--- src/rtl/mem_dcache_if_if.sv ---
// Data-bus bundle between the MEM-stage access unit (master) and the data memory (slave).
// Signal suffixes are named from the master's point of view.
interface mem_dcache_if_if;
  logic        bus_req_o;
  logic        bus_we_o;
  logic [63:0] bus_addr_o;
  logic [63:0] bus_wdata_o;
  logic [7:0]  bus_wstrb_o;
  logic [63:0] bus_rdata_i;
  logic        bus_ack_i;

  // req is held with addr/we/wdata/wstrb stable until a one-cycle ack pulse
  // (rdata valid alongside it) or until the master abandons on timeout.
  modport master (
    output bus_req_o, bus_we_o, bus_addr_o, bus_wdata_o, bus_wstrb_o,
    input  bus_rdata_i, bus_ack_i
  );

  modport slave (
    input  bus_req_o, bus_we_o, bus_addr_o, bus_wdata_o, bus_wstrb_o,
    output bus_rdata_i, bus_ack_i
  );
endinterface

--- src/rtl/mem_dcache_if.sv ---
// MEM-stage data access unit: launches the EX/MEM load/store on a req/ack bus,
// lane-aligns stores, right-justifies loads, flags misalignment and bus timeouts.
module mem_dcache_if #(
  parameter int TIMEOUT_CYC = 255
) (
  input  logic            clk,
  input  logic            rst,
  input  logic            ex_mem_valid_i,
  input  logic [6:0]      opcode_i,
  input  logic [2:0]      funct3_i,
  input  logic [63:0]     addr_i,
  input  logic [63:0]     store_data_i,
  mem_dcache_if_if.master bus,
  output logic            dcache_data_valid_o,
  output logic [63:0]     dcache_data_o,
  output logic            misalign_o,
  output logic            bus_err_o,
  output logic [1:0]      dbg_state_o
);
  localparam logic [6:0] OP_LOAD  = 7'b0000011;
  localparam logic [6:0] OP_STORE = 7'b0100011;
  localparam int         CW       = (TIMEOUT_CYC > 1) ? $clog2(TIMEOUT_CYC) : 1;
  localparam logic [CW-1:0] CNT_LAST = CW'(TIMEOUT_CYC - 1);

  typedef enum logic [1:0] {
    S_IDLE = 2'd0,
    S_WAIT = 2'd1,
    S_DONE = 2'd2
  } state_t;

  state_t        r_state;
  logic          r_req;
  logic          r_we;
  logic [63:0]   r_addr;
  logic [63:0]   r_wdata;
  logic [7:0]    r_wstrb;
  logic [2:0]    r_off;
  logic [63:0]   r_data;
  logic          r_misalign;
  logic          r_err;
  logic [CW-1:0] r_cnt;

  logic          w_is_load;
  logic          w_is_store;
  logic          w_memop;
  logic          w_aligned;
  logic [2:0]    w_off;
  logic [7:0]    w_strb_base;
  logic [7:0]    w_strb;
  logic [63:0]   w_wdata;
  logic [63:0]   w_load_data;

  assign w_is_load  = (opcode_i == OP_LOAD);
  assign w_is_store = (opcode_i == OP_STORE);
  assign w_memop    = ex_mem_valid_i & (w_is_load | w_is_store);
  assign w_off      = addr_i[2:0];

  // Size decode: natural alignment and the unshifted byte-enable pattern.
  always_comb begin
    w_aligned   = 1'b1;
    w_strb_base = 8'h01;
    case (funct3_i[1:0])
      2'd0: begin w_aligned = 1'b1;              w_strb_base = 8'h01; end
      2'd1: begin w_aligned = (w_off[0] == 1'b0);  w_strb_base = 8'h03; end
      2'd2: begin w_aligned = (w_off[1:0] == 2'b0); w_strb_base = 8'h0F; end
      default: begin w_aligned = (w_off == 3'b0);  w_strb_base = 8'hFF; end
    endcase
  end

  assign w_strb      = w_strb_base << w_off;
  assign w_wdata     = store_data_i << {w_off, 3'b000};
  assign w_load_data = bus.bus_rdata_i >> {r_off, 3'b000};

  // MEM may advance when no memory op is pending or a result is being presented.
  assign dcache_data_valid_o = ((r_state == S_IDLE) & ~w_memop) | (r_state == S_DONE);

  always_ff @(posedge clk) begin
    if (rst) begin
      r_state    <= S_IDLE;
      r_req      <= 1'b0;
      r_we       <= 1'b0;
      r_addr     <= '0;
      r_wdata    <= '0;
      r_wstrb    <= '0;
      r_off      <= '0;
      r_data     <= '0;
      r_misalign <= 1'b0;
      r_err      <= 1'b0;
      r_cnt      <= '0;
    end else begin
      case (r_state)
        S_IDLE: begin
          if (w_memop) begin
            if (w_aligned) begin
              r_req   <= 1'b1;
              r_we    <= w_is_store;
              r_addr  <= {addr_i[63:3], 3'b000};
              r_wdata <= w_wdata;
              r_wstrb <= w_strb;
              r_off   <= w_off;
              r_cnt   <= '0;
              r_state <= S_WAIT;
            end else begin
              r_misalign <= 1'b1;
              r_data     <= '0;
              r_state    <= S_DONE;
            end
          end
        end
        S_WAIT: begin
          // An ack on the final allowed cycle still completes normally.
          if (bus.bus_ack_i) begin
            r_data  <= r_we ? 64'd0 : w_load_data;
            r_req   <= 1'b0;
            r_cnt   <= '0;
            r_state <= S_DONE;
          end else if (r_cnt == CNT_LAST) begin
            r_req   <= 1'b0;
            r_err   <= 1'b1;
            r_data  <= '0;
            r_cnt   <= '0;
            r_state <= S_DONE;
          end else begin
            r_cnt <= r_cnt + CW'(1);
          end
        end
        S_DONE: begin
          r_misalign <= 1'b0;
          r_err      <= 1'b0;
          r_state    <= S_IDLE;
        end
        default: r_state <= S_IDLE;
      endcase
    end
  end

  assign bus.bus_req_o   = r_req;
  assign bus.bus_we_o    = r_we;
  assign bus.bus_addr_o  = r_addr;
  assign bus.bus_wdata_o = r_wdata;
  assign bus.bus_wstrb_o = r_wstrb;

  assign dcache_data_o = r_data;
  assign misalign_o    = r_misalign;
  assign bus_err_o     = r_err;
  assign dbg_state_o   = r_state;
endmodule

--- src/flat_wrapper.sv ---
// flat-port wrapper written by rule: the top's interface ports become plain ports
module mem_dcache_if_flat 
#(
  parameter int TIMEOUT_CYC = 255
)
  (clk, rst, ex_mem_valid_i, opcode_i, funct3_i, addr_i, store_data_i, dcache_data_valid_o, dcache_data_o, misalign_o, bus_err_o, dbg_state_o, bus_bus_req_o, bus_bus_we_o, bus_bus_addr_o, bus_bus_wdata_o, bus_bus_wstrb_o, bus_bus_rdata_i, bus_bus_ack_i);
  mem_dcache_if_if bus_i ();
  input  logic clk;
  input  logic rst;
  input  logic ex_mem_valid_i;
  input  logic [6:0] opcode_i;
  input  logic [2:0] funct3_i;
  input  logic [63:0] addr_i;
  input  logic [63:0] store_data_i;
  output logic dcache_data_valid_o;
  output logic [63:0] dcache_data_o;
  output logic misalign_o;
  output logic bus_err_o;
  output logic [1:0] dbg_state_o;
  output wire logic [$bits(bus_i.bus_req_o)-1:0] bus_bus_req_o;
  output wire logic [$bits(bus_i.bus_we_o)-1:0] bus_bus_we_o;
  output wire logic [$bits(bus_i.bus_addr_o)-1:0] bus_bus_addr_o;
  output wire logic [$bits(bus_i.bus_wdata_o)-1:0] bus_bus_wdata_o;
  output wire logic [$bits(bus_i.bus_wstrb_o)-1:0] bus_bus_wstrb_o;
  input wire logic [$bits(bus_i.bus_rdata_i)-1:0] bus_bus_rdata_i;
  input wire logic [$bits(bus_i.bus_ack_i)-1:0] bus_bus_ack_i;
  assign bus_bus_req_o = bus_i.bus_req_o;
  assign bus_bus_we_o = bus_i.bus_we_o;
  assign bus_bus_addr_o = bus_i.bus_addr_o;
  assign bus_bus_wdata_o = bus_i.bus_wdata_o;
  assign bus_bus_wstrb_o = bus_i.bus_wstrb_o;
  assign bus_i.bus_rdata_i = bus_bus_rdata_i;
  assign bus_i.bus_ack_i = bus_bus_ack_i;
  mem_dcache_if #(.TIMEOUT_CYC(TIMEOUT_CYC)) u_core (.clk(clk), .rst(rst), .ex_mem_valid_i(ex_mem_valid_i), .opcode_i(opcode_i), .funct3_i(funct3_i), .addr_i(addr_i), .store_data_i(store_data_i), .bus(bus_i), .dcache_data_valid_o(dcache_data_valid_o), .dcache_data_o(dcache_data_o), .misalign_o(misalign_o), .bus_err_o(bus_err_o), .dbg_state_o(dbg_state_o));
endmodule
--- config.mk ---
export PLATFORM = sky130hd
export DESIGN_NAME = mem_dcache_if_flat
export DESIGN_NICKNAME = d
export VERILOG_FILES = /design/src/rtl/mem_dcache_if_if.sv /design/src/rtl/mem_dcache_if.sv /design/src/flat_wrapper.sv
export SDC_FILE = /design/constraint.sdc
export NUM_CORES = 1
export LEC_CHECK = 0
export BUFFER_PORTS_ARGS = -buffer_cell sky130_fd_sc_hd__buf_2
export CORE_MARGIN = 5
export CORE_UTILIZATION = 25
export DETAILED_ROUTE_END_ITERATION = 10
export SLEW_MARGIN = 40
export SYNTH_ARGS = -nofsm -noshare
export SYNTH_HDL_FRONTEND = slang
export SYNTH_SLANG_ARGS = --single-unit
--- constraint.sdc ---
create_clock -name clk -period 4.2 [get_ports clk]
set_input_delay 0.84 -clock clk [delete_from_list [all_inputs] [get_ports clk]]
set_output_delay 0.84 -clock clk [all_outputs]
set_load 0.02 [all_outputs]
==> Word level (Yosys, flattened, before mapping) <==
Cells that the tools add are included.
{ "totals": {"regBits": 214, "mem_bits_rw": 0, "memories": 0, "romBits": 0, "latchBits": 0, "output_inout_bits": 207} }
{ "op_classes": {"n_mux": 29, "n_addsub": 1, "eq_ne": 13, "reduce_logical": 14, "n_bitwise": 6, "order_cmp": 0, "n_shift": 3, "div": 0, "n_mul": 0} }
{ "ops": {"columns": ["cell", "count"], "rows": [
  ["two-way mux 64 bit", 5],
  ["case mux 64 bit (2 select lines)", 1],
  ["left shift 64 x 6 -> 64 bit", 1],
  ["right shift 64 x 6 -> 64 bit", 1],
  ["two-way mux 8 bit", 4],
  ["case mux 8 bit (3 select lines)", 1],
  ["case mux 8 bit (2 select lines)", 1],
  ["AND reduction 3 bit", 4],
  ["adder 8 x 1 -> 8 bit, second input constant", 1],
  ["== test 8 bit, second input constant", 1],
  ["two-way mux 1 bit", 8],
  ["two-way mux 2 bit", 4],
  ["AND reduction 4 bit", 2],
  ["left shift 8 x 3 -> 8 bit", 1],
  ["== test 7 x 2 -> 1 bit, second input constant", 1],
  ["== test 7 x 6 -> 1 bit, second input constant", 1],
  ["logical NOT 2 bit", 3],
  ["inequality test 2 x 1 -> 1 bit, second input constant", 3],
  ["case mux 1 bit (2 select lines)", 3],
  ["nonzero test 2 bit", 3],
  ["== test 2 x 1 -> 1 bit, second input constant", 2],
  ["== test 2 bit, second input constant", 2],
  ["inequality test 2 bit, second input constant", 2],
  ["case mux 2 bit (2 select lines)", 1],
  ["other kinds (7)", 10]
]} }

==> Longest topological paths before layout <==
Gate-level depths: netlist (run 1).
{ "depth": {"word_depth": 6, "ltp_mapped": 9} }

==> Worst setup path after synthesis (run 1) <==
Ideal clock, no wire load.
{ "synth_timing": {"path_kind": "input to register", "from": "input opcode_i[6]", "to": "register u_core.r_wdata[37] (netlist: u_core.bus.bus_wdata_o[37])", "setup_slack_ns": 1.715, "required_time_ns": 4.068, "path_stages": 7, "n_path_buf": 2, "t_arrival_ns": 2.353, "path_cell_list": "and4bb_2 nand3_4 or4_4 buf_6 clkbuf_1 a221oi_1 nor3_1"} }
{ "synth_between": {"elab_chain_len": 4, "word_cells_on_any_way": 5, "cone_classes": "eq/ne (2); bitwise (2); reduce/logical (1)"} }
{ "synth_rtl": {"columns": ["item", "line", "text"], "rows": [
  ["start: declaration", "flat_wrapper.sv:11", "input logic [6:0] opcode_i;"],
  ["== test 7 x 2 -> 1 bit / == test 7 x 6 -> 1 bit (equally long branches)", "mem_dcache_if.sv:53, mem_dcache_if.sv:54", null],
  ["bitwise OR 1 bit (*)", "mem_dcache_if.sv:55", "assign w_memop = ex_mem_valid_i & (w_is_load | w_is_store);"],
  ["bitwise AND 1 bit (*)", "mem_dcache_if.sv:55", null],
  ["AND reduction 3 bit (no source line) (*)", null, null],
  ["end signal: assignment", "mem_dcache_if.sv:98", "r_wdata <= w_wdata;"],
  ["end: declaration", "mem_dcache_if.sv:35", "logic [63:0] r_wdata;"]
]} }
Every way passes the cells marked *; elsewhere a longest branch is shown, timed or not.
A chain may end at the register's enable or synchronous reset.

==> Worst setup path after layout (run 1) <==
{ "layout_timing": {"from": "register u_core.r_state[0] (netlist: u_core.dbg_state_o[0])", "to": "register u_core.r_data[19] (netlist: u_core.dcache_data_o[19])"} }
{ "layout_between": {"elab_chain_len": 3, "word_cells_on_any_way": 8, "cone_classes": "eq/ne (4); mux (1); reduce/logical (3)"} }
{ "layout_rtl": {"columns": ["item", "line", "text"], "rows": [
  ["start: declaration", "mem_dcache_if.sv:31", "state_t r_state;"],
  ["start signal: assignment", "mem_dcache_if.sv:79", "r_state <= S_IDLE;"],
  ["start signal: assignment", "mem_dcache_if.sv:102", "r_state <= S_WAIT;"],
  ["start signal: assignment", "mem_dcache_if.sv:106", "r_state <= S_DONE;"],
  ["== test 2 x 1 -> 1 bit / logical NOT 2 bit (equally long branches)", "mem_dcache_if.sv:91", "case (r_state)"],
  ["inequality test 3 x 2 -> 1 bit (no source line) (tied with other cells)", null, null],
  ["AND reduction 4 bit (no source line)", null, null],
  ["end signal: assignment", "mem_dcache_if.sv:113", "r_data <= r_we ? 64'd0 : w_load_data;"],
  ["end: declaration", "mem_dcache_if.sv:38", "logic [63:0] r_data;"]
]} }
Parallel ways exist; a longest one is shown, timed or not.

==> flow_metrics.tcl, run 1 <==
set metrics [dict create \
    die_x_um 216 \
    cts_tree "done" \
    drive_above_1_share 0.333 \
    antenna_found_initial 3 \
    yosys-top-cells-area "dfxtp_1 (40%), a21oi_1 (9.1%), nand2_1 (7.6%), mux4_2 (6.8%), mux2i_1 (4.7%)" \
    cts_buffers 27 \
    fmax_mhz 367 \
    cts-root-buf "clkbuf_16" \
    grt_overflow 0 \
    maxSlewHeadroom 0.455 \
    crit_path_max_fanout 18 \
    place_area_mm2 0.0131 \
    dpl.hpwl_um 31100 \
    fin_nets 1820 \
    hold_class "flop to flop" \
    yosysSeqAreaShare 0.404 \
    syn_avg_cell_area_um2 8.34 \
    clock_path_buffers 3 \
    yosys_warnings 0 \
    viasPerCell 5.00 \
    grt_use_total 0.168 \
    layout_common_cells "buf_2 (405), nand2_1 (216), dfxtp_1 (212)" \
    drt_iter0_drc 728 \
    synth_edf_count 0 \
    syn2layout_area_growth_pct 31.3 \
    h-tree-depth 1 \
    die_area_mm2 0.0467 \
    ant_nets 0 \
    rsz0062_at_grt "false" \
    netlist_instances 1272 \
    cts-resized-gates 0 \
    cap_viol_max_count 0 \
    mostFrequentLayoutCell "buf_2" \
    initial_core_util 0.253 \
    globalplace.congestion 0.884 \
    synth_largest_area_cell "dfxtp_1" \
    yosysUniqueCellTypes 54 \
    grt_pass1_wl_um 63200 \
    vias 10800 \
    cts_hold_buf 0 \
    clock_latency_ns 0.53 \
    final_util 0.332 \
    min_period_over_period 0.648 \
    path_clk_slew_ns 0.06 \
    worst_pin_slew_ns 0.815 \
    setup_viol 0 \
    crit_path_end_kind "flop" \
    post_cts_buffers 0 \
    grt_max_degree 102 \
    ys_seq_elements 214 \
    drv_slew 0 \
    routed_wl_um 41500 \
    synthesis.area_mm2 0.0106 \
    path_class "flop to flop" \
    final_area_mm2 0.0139 \
    hold_viol_final 0 \
    p_per_area_mw_per_mm2 337 \
    rows 75 \
    first_global_vias 10600 \
    port_buffers 408 \
    synthArstFlopShare 0 \
    netlist.area_leader.share 0.404 \
    coreArea_mm2 0.0419 \
    holdWs_ns 0.446 \
    io_pins 413 \
    dr.pass1.iters 5 \
    skew_ns 0.00908 \
    die_y_um 216 \
    tns_ns 0 \
    drc 0 \
    vdd.ir_drop.worst_mv 0.225 \
    crit_required_ns 4.66 \
    nFillCells 4440 \
    critPathLaunchType "flop" \
    cts.sinks 214 \
    power.leakage_nw 5.67 \
    arrival_ns 3.18 \
    wl_per_cell_um 19.2 \
    min_period_ns 2.72 \
    status "finished clean" \
    ys.flop_type "dfxtp_1" \
]
-- critical path, cell delays in order, from the launching register on --
cell and delay [ns]:
dfxtp_1 0.63, and4bb_2 0.36, nand2_1 0.43, nor2_1 0.81
a32oi_1 0.23, a21oi_1 0.19
-- where the power goes --
| group | leakage [nW] | internal (mW) | switching (mW) |
|---|---|---|---|
| combinational | 3.54 | 0.188 | 0.251 |
| clock | 0.413 | 1.34 | 0.886 |
| sequential | 1.72 | 2.03 | 0.00273 |
-- registers in the layout, summed over array words and instances, names as in the netlist --
signal	cells
u_core.bus.bus_wdata_o	64
u_core.dcache_data_o	64
u_core.bus.bus_addr_o	61
u_core.bus.bus_wstrb_o	8
u_core.r_cnt	8
u_core.r_off	3
u_core.dbg_state_o	2
u_core.bus.bus_req_o	1
u_core.bus.bus_we_o	1
u_core.bus_err_o	1
u_core.misalign_o	1
-- path summary, 6_finish.rpt --
kind	startpoint	endpoint	slack (ns)	cells after the start
worst max-delay path	u_core.dbg_state_o[0]$_SDFFE_PP0P_	u_core.dcache_data_o[19]$_SDFFE_PP0P_	1.48	5
worst min register to register	u_core.bus.bus_wstrb_o[0]$_SDFFE_PP0P_	u_core.bus.bus_wstrb_o[0]$_SDFFE_PP0P_	0.45	2
worst max register to register	u_core.dbg_state_o[0]$_SDFFE_PP0P_	u_core.dcache_data_o[19]$_SDFFE_PP0P_	1.48	5
worst min-delay path	u_core.bus.bus_wstrb_o[0]$_SDFFE_PP0P_	u_core.bus.bus_wstrb_o[0]$_SDFFE_PP0P_	0.45	2
-- synth_stat cells, drive strengths merged (24+ instances only) --
cell type / number
nor2: 76
o21ai: 69
a211oi: 33
a21oi: 193
buf: 33
nor2b: 24
dfxtp: 214
nand2: 216
mux4: 32
mux2i: 50
clkbuf: 89
nand3: 27
-- stage by stage --
stage / power [mW] / setup WS (ns) / cells
6_report: 4.70 / 1.48 / 2167
5_1_grt: 4.90 / 1.30 / 2166
4_1_cts: 4.78 / 1.48 / 2166
3_5_place_dp: 2.52 / 1.09 / 2122
3_3_place_gp: 2.51 / 1.13 / 2122
2_1_floorplan: 2.32 / 1.71 / 1274
-- layout make-up --
cell class | instances | area [um2] | area share
antenna | 1 | 2.50 | 0.000180
tap | 539 | 674 | 0.0484
clock buffer | 36 | 739 | 0.0531
timing repair buffer | 431 | 2290 | 0.165
sequential | 214 | 4290 | 0.308
multi-input combinational | 919 | 5780 | 0.415
inverter | 19 | 71.3 | 0.00512
clock inverter | 8 | 90.1 | 0.00647
-- metal layers --
metal  vias to the layer above  track usage  share of wire
met5                         -            0        0.00031
li1                       5242            -              -
met1                      5111        0.225           0.44
met4                         2       0.0422          0.022
met2                       426        0.273           0.46
met3                        62       0.0405          0.081
-- cells by family after synthesis --
kind of cell,count (synthesis),share of synthesized area
and+or+nand+nor,422,0.180
AOI/OAI and AO/OA,394,0.227
DFF,214,0.404
buffers and inverters,141,0.0550
muxes,98,0.132
adders and majority gates,2,0.00236
other,1,0.000353
(Power assumes the default switching activity.)
==> run 2: changes to the inputs <==
--- a/config.mk
+++ b/config.mk
@@ -5,6 +5,7 @@
 export SDC_FILE = /design/constraint.sdc
 export NUM_CORES = 1
 export LEC_CHECK = 0
+export ABC_AREA = 1
 export BUFFER_PORTS_ARGS = -buffer_cell sky130_fd_sc_hd__buf_2
 export CORE_MARGIN = 5
 export CORE_UTILIZATION = 25
==> constraint.sdc (replaced) <==
create_clock -name clk -period 2.8 [get_ports clk]
set_input_delay 0.56 -clock clk [delete_from_list [all_inputs] [get_ports clk]]
set_output_delay 0.56 -clock clk [all_outputs]
set_load 0.02 [all_outputs]
==> run 2 against run 1 <==
  * Non-clock buffer count rose by 6
  * Highest routed layer unchanged
  * Via count rose by 24%
  * Total power rose by 56%
  * Critical endpoint is now dcache_data_valid_o
  * Critical path depth fell by 1
  * Critical path type is now flop to primary output
  * Worst setup slack got worse by 1.0 ns
  * Area after synthesis rose by 8.9%
  * Sequential power rose by 50%
  * Core utilization fell by 0.32 points
==> flow_metrics.tcl, run 2 <==
set metrics [dict create \
    initial_core_util 0.254 \
    dp_slack_ns 0.530 \
    dpl.hpwl_um 35100 \
    skew_ns 0.0244 \
    vias 13400 \
    ys_seq_elements 214 \
    netlist.area_leader.share 0.371 \
    drc 0 \
    rows 78 \
    post_cts_buffers 0 \
    globalplace.congestion 0.926 \
    synthesis.area_mm2 0.0116 \
    crit_path_end_kind "primary output" \
    slowest_delay_ns 0.37 \
    yosysUniqueCellTypes 32 \
    cts_hold_buf 0 \
    antenna_found_initial 3 \
    final_cells 2838 \
    syn_avg_cell_area_um2 6.11 \
    crit_required_ns 2.24 \
    cts_tree "done" \
    drt_iter0_drc 1168 \
    path_cells "nor2_1 -> o21ai_0 -> nand2_1 -> buf_2" \
    yosysSeqAreaShare 0.371 \
    place_area_mm2 0.0141 \
    cts-resized-gates 0 \
    netlist_instances 1891 \
    drv_slew 0 \
    fmax_mhz 425 \
    port_buffers 408 \
    min_period_over_period 0.840 \
    die_y_um 225 \
    fin_nets 2423 \
    arrival_ns 1.79 \
    syn2layout_area_growth_pct 29.7 \
    synth_edf_count 0 \
    power.leakage_nw 7.17 \
    die_x_um 225 \
    clock_path_buffers 3 \
    first_global_vias 12500 \
    mostFrequentLayoutCell "nand2_1" \
    crit_family "simple AND/OR/NAND/NOR gates" \
    maxSlewHeadroom 0.437 \
    ys.flop_type "dfxtp_1" \
    min_period_ns 2.35 \
    io_pins 413 \
    critPathLaunchType "flop" \
    vdd.ir_drop.worst_mv 0.390 \
    grt_overflow 0 \
    worst_slack_ns 0.449 \
    p_per_area_mw_per_mm2 488 \
    layout_common_cells "nand2_1 (687), buf_2 (407), nand3_1 (241)" \
    placedCellCount 2786 \
    yosys_warnings 0 \
    die_area_mm2 0.0506 \
    drive_above_1_share 0.226 \
    cts_buffers 27 \
    slowest_stage "dfxtp_1" \
    cap_viol_max_count 0 \
    wl_per_cell_um 16.7 \
    crit_start "u_core.dbg_state_o[1]$_SDFFE_PP0P_" \
    ant_nets 0 \
    yosys-top-cells-area "dfxtp_1 (37%), nand2_1 (22%), nand3_1 (10%), a21oi_1 (6.9%), o21ai_0 (5.2%)" \
    cts.sinks 214 \
    rsz0062_at_grt "false" \
    clock_latency_ns 0.55 \
    viasPerCell 4.73 \
    synth_most_common_cell "nand2_1" \
    path_clk_slew_ns 0.06 \
    final_util 0.329 \
    min_from "addr_i[62]" \
    final_area_mm2 0.0150 \
    status "finished clean" \
    cts-root-buf "clkbuf_16" \
    setup_viol 0 \
    worst_pin_slew_ns 0.845 \
    hold_viol_final 0 \
    routed_wl_um 47400 \
    synth_largest_area_cell "dfxtp_1" \
    grt_pass1_wl_um 71000 \
    h-tree-depth 1 \
    tns_ns 0 \
    synthArstFlopShare 0 \
    hold_class "primary input to flop" \
    path_class "flop to primary output" \
    coreArea_mm2 0.0456 \
    r2r_start "u_core.dbg_state_o[0]$_SDFFE_PP0P_" \
    grt_max_degree 155 \
    crit_path_max_fanout 5 \
    dr.pass1.iters 5 \
    crit_buf_inv 1 \
    synth_common_cells "nand2_1 (688), nand3_1 (242), dfxtp_1 (214)" \
    grt_use_total 0.173 \
]
==> run 2: stage by stage <==
stage                     power (mW)  hold WS [ns]
after detailed placement        3.89         0.450
after floorplan                 3.55         0.459
after global routing            7.64         0.232
final                           7.31         0.271
after CTS                       7.43         0.236
after global placement          3.89         0.445
==> run 2: final timing paths <==
| path | to | slack (ns) | depth (start not counted) |
|---|---|---|---|
| max | dcache_data_valid_o | 0.45 | 4 |
| min | u_core.bus.bus_addr_o[62]$_SDFFE_PP0P_ | 0.27 | 3 |
| max reg2reg | u_core.dcache_data_o[12]$_SDFFE_PP0P_ | 0.74 | 7 |
| min reg2reg | u_core.dcache_data_o[43]$_SDFFE_PP0P_ | 0.46 | 2 |
==> run 2: area by class of cell <==
type | count | area [um2]
inverters | 105 | 394
repair buffers | 437 | 2370
well taps | 600 | 751
multi-input cells | 1430 | 6300
flip-flops and latches | 214 | 4280
fillers | 5084 | 30600
clock inverters | 10 | 95.1
diodes | 2 | 5.00
clock buffers | 40 | 795
==> run 2: worst register-to-register path, stage by stage, from the launching register on <==
cell     delay [ns]
dfxtp_1        0.39
inv_1          0.10
nor2_4         0.22
nand3_2        0.27
nor2_4         0.53
nand2_1        0.14
and2_0         0.19
a21oi_1        0.14
==> run 2: cells by family (layout without fill, tap and decap cells) <==
group                      after synthesis  in the layout  share of synthesized area
muxes                                    5              5                    0.00433
DFF                                    214            214                      0.371
xor gates and xnor gates                 3              3                    0.00227
AOI/OAI and AO/OA                      296            296                      0.131
and+or+nand+nor                       1121           1121                      0.401
buffers and inverters                  249            592                     0.0878
adders and majority gates                2              2                    0.00216
other                                    1              5                   0.000324
==> run 2: routing by layer <==
layer,vias to the layer above,GRT usage,routed length [um]
met4,2,0.0434,1180
li1,6715,-,-
met3,68,0.0499,4850
met2,567,0.285,21600
met1,6084,0.225,19800
met5,-,0,18
==> run 2: where the power goes <==
group,switching (mW),total (mW),internal (mW)
clock,1.42,3.48,2.06
sequential,0.00414,3.06,3.05
combinational,0.512,0.773,0.262
==> run 3: changes to the inputs <==
==> constraint.sdc (replaced) <==
create_clock -name clk -period 1.88 [get_ports clk]
set_input_delay 0.376 -clock clk [delete_from_list [all_inputs] [get_ports clk]]
set_output_delay 0.376 -clock clk [all_outputs]
set_load 0.02 [all_outputs]
==> run 3 against run 2 <==
  * Die area is the same
  * Global-route usage up 0.20 points
  * Critical path type unchanged
  * Via count grew 2.3%
  * Total power increased by 56%
  * Cell area increased by 4.1%
  * Clock skew is 0.015 ns lower
  * Non-clock buffer count is 50 higher
==> flow_metrics.tcl, run 3 (same netlist as run 2, synthesis figures left out) <==
set metrics [dict create \
    holdWs_ns 0.0805 \
    drive_above_1_share 0.248 \
    die_x_um 225 \
    worst_pin_slew_ns 0.893 \
    multi_input_area_mm2 0.00631 \
    hold_class "primary input to flop" \
    wl_per_cell_um 16.5 \
    vdd.ir_drop.worst_mv 0.663 \
    first_global_vias 12800 \
    cts-root-buf "clkbuf_16" \
    syn2layout_area_growth_pct 35.0 \
    maxSlewHeadroom 0.405 \
    fmax_mhz 558 \
    critPathLaunchType "flop" \
    dr.pass1.iters 5 \
    path_cells "nor2_4 -> o21ai_2 -> nand2_1 -> buf_6" \
    antenna_found_initial 4 \
    holdPathEnd "u_core.bus.bus_addr_o[15]$_SDFFE_PP0P_" \
    status "finished clean" \
    cap_viol_max_count 0 \
    die_area_mm2 0.0506 \
    grt_max_degree 155 \
    r2r_start "u_core.dbg_state_o[1]$_SDFFE_PP0P_" \
    skew_ns 0.00988 \
    cts_tree "done" \
    layout_common_cells "nand2_1 (687), buf_2 (406), nand3_1 (241)" \
    arrival_ns 1.41 \
    routed_wl_um 47500 \
    viasPerCell 4.76 \
    r2r_end "u_core.dcache_data_o[41]$_SDFFE_PP0P_" \
    nFillCells 5031 \
    min_period_ns 1.79 \
    tns_ns 0 \
    hold_viol_final 0 \
    cts_hold_buf 0 \
    grt_use_total 0.175 \
    min_from "addr_i[15]" \
    coreArea_mm2 0.0456 \
    dpl.hpwl_um 36100 \
    globalplace.congestion 0.927 \
    min_period_over_period 0.952 \
    crit_path_max_fanout 4 \
    vias 13700 \
    crit_required_ns 1.50 \
    worst_slack_ns 0.0893 \
    io_pins 413 \
    ant_nets 0 \
    grt_overflow 0 \
    die_y_um 225 \
    dp_slack_ns -0.0883 \
    p_per_area_mw_per_mm2 733 \
    clock_path_buffers 3 \
    h-tree-depth 1 \
    reg2regPathDepth 10 \
    clock_latency_ns 0.56 \
    fin_nets 2473 \
    drt_iter0_drc 1203 \
    slowest_delay_ns 0.36 \
    setup_viol 0 \
    power.leakage_nw 7.52 \
    initial_core_util 0.254 \
    holdPathStages 3 \
    rsz0062_at_grt "false" \
    mostFrequentLayoutCell "nand2_1" \
    crit_path_end_kind "primary output" \
    drv_slew 0 \
    port_buffers 408 \
    final-seq-area_mm2 0.00429 \
    cts.sinks 214 \
    path_class "flop to primary output" \
    grt_pass1_wl_um 72200 \
    cts_buffers 27 \
    drc 0 \
    p_total_mw 11.4 \
    slowest_stage "dfxtp_4" \
    rows 78 \
    path_clk_slew_ns 0.06 \
    r2r_slack_ns 0.11 \
]
[run 3: final cells by class]
type | instances | share of cell area
Tap cell | 600 | 0.0481
Clock inverter | 19 | 0.0165
Inverter | 105 | 0.0253
Sequential cell | 214 | 0.275
Antenna cell | 1 | 0.000160
Multi-Input combinational cell | 1430 | 0.404
Clock buffer | 31 | 0.0462
Timing Repair Buffer | 487 | 0.185
[run 3: critical path: cells and delay by family (launching register included)]
family / cells / cell delay [ns]
DFF: 1 / 0.36
and+or+nand+nor: 2 / 0.27
buffers and inverters: 1 / 0.13
AOI/OAI and AO/OA: 1 / 0.10
[run 3: repair_timing]
action                                  CTS  global route
endpoints found under the setup margin    1             2
cloned                                    0             0
buffers inserted                          2             0
resized for setup                         8             3
[run 3: power breakdown]
part / switching (mW) / internal (mW) / leakage, nW / total [mW]
registers: 0.00666 / 4.54 / 1.73 / 4.55
logic: 0.765 / 0.445 / 5.31 / 1.21
clock network: 2.21 / 3.47 / 0.483 / 5.68
total: 2.98 / 8.46 / 7.52 / 11.4
[run 3: worst max path at each step]
stage,start,to,slack (ns),depth (start not counted)
floorplan,u_core.dbg_state_o[0]$_SDFFE_PP0P_,u_core.dcache_data_o[58]$_SDFFE_PP0P_,0.22,8
global placement,addr_i[0],u_core.bus.bus_wdata_o[10]$_SDFFE_PP0P_,-0.02,8
detailed placement,addr_i[0],u_core.bus.bus_addr_o[24]$_SDFFE_PP0P_,-0.09,8
CTS,u_core.dbg_state_o[0]$_SDFFE_PP0P_,dcache_data_valid_o,0.003,5
global route,u_core.dbg_state_o[1]$_SDFFE_PP0P_,dcache_data_valid_o,0.01,5
finish,u_core.dbg_state_o[0]$_SDFFE_PP0P_,dcache_data_valid_o,0.09,4
[run 3: metrics by stage]
step           utilization  std cells  instance area (um2)
3_3_place_gp         0.320       2835                14600
2_1_floorplan            -       1893                11600
4_1_cts              0.342       2887                15600
5_1_grt              0.342       2887                15600
3_5_place_dp         0.320       2835                14600
6_report             0.342       2887                15600
[run 3: per-layer routing]
metal	GRT usage	vias to the layer above	wire length (um)
li1	-	6807	-
met1	0.230	6227	19900
met2	0.284	622	21500
met3	0.0486	83	4660
met4	0.0497	2	1440
met5	0	-	11
